--- src/rtl/midi_tx.sv ---
// MIDI Channel Voice encoder: turns note-on/off requests into status/note/velocity bytes on a valid/ready stream.
// Optional running status is enabled by defining MIDI_RUNNING_STATUS_EN.
`ifndef MIDI_PAYLOAD_BITS
`define MIDI_PAYLOAD_BITS 8
`endif

module midi_tx #(
    parameter logic [3:0] MIDI_CHANNEL    = 4'd0,
    parameter logic [6:0] DEFAULT_OFF_VEL = 7'd64
) (
    input  logic                          clk_i,
    input  logic                          nrst_i,
    input  logic                          noteOnStrb_i,
    input  logic                          noteOffStrb_i,
    input  logic [`MIDI_PAYLOAD_BITS-1:0] note_i,
    input  logic [`MIDI_PAYLOAD_BITS-1:0] vel_i,
    output logic                          busy_o,
    output logic [7:0]                    midiByte_o,
    output logic                          midiByteValid_o,
    input  logic                          midiByteReady_i,
    output logic                          dropStrb_o
);

    typedef enum logic [1:0] {IDLE, STATUS, NOTE, VEL} state_t;

    state_t     r_state;
    logic [7:0] r_note;
    logic [7:0] r_vel;
    logic [7:0] r_byte;
    logic       r_valid;
    logic       r_busy;
    logic       r_drop;
`ifdef MIDI_RUNNING_STATUS_EN
    logic [7:0] r_lastStatus;
`endif

    logic       w_req;
    logic       w_hs;
    logic [7:0] w_status;

    assign w_req    = noteOnStrb_i | noteOffStrb_i;
    assign w_hs     = r_valid & midiByteReady_i;
    // Note-off wins when both strobes arrive together so a note can never hang.
    assign w_status = noteOffStrb_i ? {4'b1000, MIDI_CHANNEL} : {4'b1001, MIDI_CHANNEL};

    always_ff @(posedge clk_i) begin
        if (!nrst_i) begin
            r_state <= IDLE;
            r_note  <= 8'h00;
            r_vel   <= 8'h00;
            r_byte  <= 8'h00;
            r_valid <= 1'b0;
            r_busy  <= 1'b0;
            r_drop  <= 1'b0;
`ifdef MIDI_RUNNING_STATUS_EN
            r_lastStatus <= 8'h00;
`endif
        end else begin
            r_drop <= w_req && (r_state != IDLE);
            case (r_state)
                IDLE: begin
                    if (w_req) begin
                        r_note  <= note_i & 8'h7F;
                        r_vel   <= noteOffStrb_i ? {1'b0, DEFAULT_OFF_VEL} : (vel_i & 8'h7F);
                        r_byte  <= w_status;
                        r_valid <= 1'b1;
                        r_busy  <= 1'b1;
                        r_state <= STATUS;
`ifdef MIDI_RUNNING_STATUS_EN
                        if (w_status == r_lastStatus) begin
                            r_byte  <= note_i & 8'h7F;
                            r_state <= NOTE;
                        end
`endif
                    end
                end
                STATUS: begin
                    if (w_hs) begin
`ifdef MIDI_RUNNING_STATUS_EN
                        r_lastStatus <= r_byte;
`endif
                        r_byte  <= r_note;
                        r_state <= NOTE;
                    end
                end
                NOTE: begin
                    if (w_hs) begin
                        r_byte  <= r_vel;
                        r_state <= VEL;
                    end
                end
                VEL: begin
                    if (w_hs) begin
                        r_byte  <= 8'h00;
                        r_valid <= 1'b0;
                        r_busy  <= 1'b0;
                        r_state <= IDLE;
                    end
                end
                default: r_state <= IDLE;
            endcase
        end
    end

    assign busy_o          = r_busy;
    assign midiByte_o      = r_byte;
    assign midiByteValid_o = r_valid;
    assign dropStrb_o      = r_drop;

endmodule

--- config.mk ---
export PLATFORM = sky130hd
export DESIGN_NAME = midi_tx
export DESIGN_NICKNAME = d
export VERILOG_FILES = /design/src/rtl/midi_tx.sv
export SDC_FILE = /design/constraint.sdc
export NUM_CORES = 1
export LEC_CHECK = 0
export BUFFER_PORTS_ARGS = -buffer_cell sky130_fd_sc_hd__buf_2
export CELL_PAD_IN_SITES_DETAIL_PLACEMENT = 2
export CELL_PAD_IN_SITES_GLOBAL_PLACEMENT = 2
export CORE_MARGIN = 2
export CORE_UTILIZATION = 32
export CTS_CLUSTER_SIZE = 10
export DETAILED_ROUTE_END_ITERATION = 10
export PLACE_DENSITY_LB_ADDON = 0.1
export SYNTH_ARGS = -nofsm -noshare
export SYNTH_HDL_FRONTEND = slang
export SYNTH_SLANG_ARGS = --single-unit
--- constraint.sdc ---
create_clock -name clk_i -period 3.55 [get_ports clk_i]
set_clock_uncertainty 0.05 [all_clocks]
set_input_delay 0.71 -clock clk_i [delete_from_list [all_inputs] [get_ports clk_i]]
set_output_delay 0.71 -clock clk_i [all_outputs]
set_load 0.02 [all_outputs]
After elaboration in Yosys (flattened, before gate mapping)
Cells that the tools add are included.

Flip-flop bits (word level): 27. Bits in latches: 0. Memory bits (writable): 0. Memory bits (read-only): 0. Input bits: 21. Output and inout bits: 11. Logic and storage cells: 37. Memories kept: 0.

Add/sub/neg operators: 0. Multiply operators: 0. Div/mod/pow operators: 0. $lt $le $gt $ge: 0. Equality and inequality tests: 7. Shifts and indexed selects: 0. Multiplexer cells: 15. Bitwise operators: 2. Reduce and logical (&&, ||, !) cells: 7.

Operators by type and width (count): 2-to-1 mux 8 bit (4); case mux 8 bit (4 select lines) (1); 2-to-1 mux 2 bit (4); != test 2 bit (second input constant) (4); case mux 2 bit (4 select lines) (1); 2-to-1 mux 7 bit (1); 2-to-1 mux 5 bit (1); == test 2 bit (second input constant) (2); AND reduction 4 bit (1); nonzero test 2 bit (2); AND reduction 3 bit (1); == test 2 x 1 -> 1 bit (second input constant) (1); zero test 2 bit (1); 2-to-1 mux 1 bit (2); case mux 1 bit (2 select lines) (1); AND reduction 2 bit (1); AND 1 bit (1); logical AND 1 bit (1); OR 1 bit (1).

Depth between registers and ports, before layout
Depth in word-level cells: 3. Gate-level depth with buffers: 7. Gate-level depth less buffers: 5.

Worst setup path after synthesis
Ideal clock, no wire load.

Kind: register to register. From: register r_state[0]. To: register r_state[0]. Setup time: 122 ps. Arrival time: 1414 ps. Required time: 3378 ps. Setup slack: 1964 ps. Stages on the path, launching flop included: 8. Path buffers: 2. Period minus slack after synthesis: 1586 ps. Path through: dfxtp_1 inv_1 ha_1 buf_2 a2bb2oi_1 a221o_1 buf_6 mux2i_1.

Cells in the longest elaborated chain, start to end: 3. Elaborated cells on any way between the ends: 10. Classes of those cells: 7 x eq/ne; 1 x mux; 2 x reduce/logical.

Ends and longest elaborated chain: start, declared (RTL line 26) `state_t r_state;`; start signal, assigned (RTL line 48) `r_state <= IDLE;`; start signal, assigned (RTL line 68) `r_state <= STATUS;`; start signal, assigned (RTL line 83) `r_state <= NOTE;`; == test 2 x 1 -> 1 bit, or another cell as far along (RTL line 60) `case (r_state)`; != test 2 bit (no line); AND reduction 4 bit (no line).

Several ways; a longest one is shown, not always the timed one. A chain may end at the register's enable or synchronous reset.

Worst setup path in the final report
From: register r_state[1]. To: register r_state[0].

Same word-level chain as after synthesis.

==> metrics <==
fin. max-slew vios 0; Yosys warnings 0; area delta synth->final 15.1%; first-pass GRT wire length 4.95 mm; number of nets with antenna violations after routing 0; sw power 407 µW; Inserted Diodes 0; Die Width 65.6 µm; grt total ovfl 0; Remaining DRCs 0; clk sinks 26; sw frac 40.7%; RSZ-0062 raised after global routing false; Final min period 2.00 ns; Hold Path Class reg -> reg; # setup viols final 0; GRT Util Overall 15.4%; post-DP HPWL 2.14 mm; I/O pins 32; Worst-Margin Slew 0.607 ns; pin count of the biggest net entering global routing 33; Setup TNS Final 0 ns; combinational power share 44.1%; Pre-Repair DR Iteration Count 3; CP Capture Type flop; IO Port Bufs 29; arrival time worst endpoint 2.13 ns; worst-path fanout max 10; Worst-path clk slew 0.09 ns; gpl congestion 0.756; Cell Rows 22; vias per inst 4.92; Final Cycle Share 56.2%; H-tree depth 1; setup bufs post-CTS 0; final hold slack 0.417 ns; Peak VDD IR 0.169 mV; number of DRC markers in iteration 0 10; Initial Utilization 33.2%; vias in the first global route 1061; die height 65.6 µm; run status completed; Inserted Clock Buffers 3; Distinct cells, synth 24; Final WS setup 1.55 ns; clk_lat worst skew 0.27 ns; vias 1014; post-synth net total 162; CTS Root Cell clkbuf_8; TritonCTS clock tree done; Max Clock Freq 0.501 GHz; Setup Slack @ Placement 1.39 ns; #FFs+latches synth 26; critical path data required time 3.69 ns; Sequential Power Share 39.0%; layout cells sized above 1 20.9%; Clock Path Buffers 2; die area 4300 µm²; Hold Buf Count CTS 0; core area 3660 µm²; post-synthesis sequential area ratio 42.9%; initial antenna violation count 0; Clk pwr share 16.9%; startpoint types flop; mapped cell area 1210 µm²; wire per inst 14.5 µm; Max-slew headroom 59.5%; PwrDens 716 nW/µm²; Mapped Cells 136; Final Hold Fails 0; syn_area_per_cell 8.92 µm²; CTS resizes 0; P_int 593 µW; Nets 186; Crit Path Category reg -> reg; LEAKAGE 0.586 nW; max_cap viols 0; Routed WL 2.99 mm
==> through the flow <==
| step | std cells | utilization [%] | power [mW] | cell area [µm²] |
|---|---|---|---|---|
| final | 206 | 38.1 | 0.999 | 1400 |
| after global routing | 206 | 38.1 | 1.08 | 1400 |
| after CTS | 206 | 38.1 | 1.02 | 1400 |
| after detailed placement | 203 | 37.0 | 0.853 | 1360 |
| after global placement | 203 | 37.0 | 0.836 | 1360 |
| after floorplan | 136 | - | 0.761 | 1210 |
==> kinds of logic after synthesis <==
logic type                 share of synthesized area, %
adders and majority gates                          5.15
muxes                                              8.25
AOI/OAI and AO/OA                                  17.5
buffers and inverters                              6.18
and+or+nand+nor                                    20.0
DFF                                                42.9
==> placed cells by master (no fill, tap or decap) <==
cell type	Yosys	final
clkbuf_8	0	3
inv_1	3	3
a22o_1	6	6
dfxtp_1	26	26
o21ai_0	2	2
a221o_1	2	2
a21boi_0	12	12
nand3b_1	6	6
mux2i_1	10	10
ha_1	5	5
a211oi_1	1	1
o21a_1	1	1
nor3_1	1	1
nor2b_1	1	1
nor2_1	2	2
nand3_1	2	2
nor3b_1	2	2
nand2_1	41	41
o21ai_2	1	1
a21boi_1	1	1
a2bb2oi_1	1	1
buf_2	3	29
==> state kept, by name (all words and copies together) (netlist names) <==
signal,flops
busy_o,1
dropStrb_o,1
r_note,7
r_vel,7
r_state,2
midiByte_o,8
==> worst max-delay path, stage by stage (launching register included) <==
cell and delay (ns):
dfxtp_1 0.35, inv_1 0.11, ha_1 0.38, a2bb2oi_1 0.21, a221o_1 0.52, mux2i_1 0.29
==> synth_stat cells <==
master / instances / area share [%]
a211oi_1: 1 / 0.62
nor2b_1: 1 / 0.52
dfxtp_1: 26 / 43
a2bb2oi_1: 1 / 0.72
nor3b_1: 2 / 1.2
buf_2: 3 / 1.2
nand3b_1: 6 / 3.7
buf_6: 2 / 1.9
mux2i_1: 10 / 8.2
inv_1: 3 / 0.93
o21ai_2: 1 / 0.72
o21a_1: 1 / 0.62
nor2_1: 2 / 0.62
o21ai_0: 2 / 0.82
nor3_1: 1 / 0.41
buf_4: 2 / 1.2
a22o_1: 6 / 4.3
nand3_1: 2 / 0.82
nand2_1: 41 / 13
a21boi_0: 12 / 7.4
a221o_1: 2 / 1.6
a21boi_1: 1 / 0.62
clkbuf_1: 3 / 0.93
ha_1: 5 / 5.2
==> final cells by class <==
| class | count | area [µm²] |
|---|---|---|
| inverters | 3 | 11.3 |
| repair buffers | 29 | 145 |
| clock buffers | 3 | 41.3 |
| flip-flops and latches | 26 | 520 |
| fillers | 432 | 2260 |
| well taps | 48 | 60.1 |
| multi-input cells | 97 | 618 |
==> power groups by stage <==
stage          combinational, mW  clock (mW)  sequential (mW)
2_1_floorplan              0.347           0            0.414
3_3_place_gp               0.443           0            0.393
3_5_place_dp               0.455           0            0.398
4_1_cts                    0.455       0.176            0.391
5_1_grt                    0.499       0.188            0.397
6_report                   0.440       0.169            0.390
==> per-layer routing <==
layer	share of wire [%]	vias up	GRT usage, %
met5	0	-	0
met4	0.77	0	5.47
met3	2.3	2	2.57
met2	53	12	29.5
met1	44	497	16.9
li1	-	503	-
==> final timing paths <==
check	startpoint	to	slack [ns]	cells after the start
min reg2reg	midiByte_o[4]	midiByte_o[4]	0.42	2
max	r_state[1]	r_state[0]	1.55	5
min	midiByte_o[4]	midiByte_o[4]	0.42	2
max reg2reg	r_state[1]	r_state[0]	1.55	5
Power figures use the tool's default switching activity.
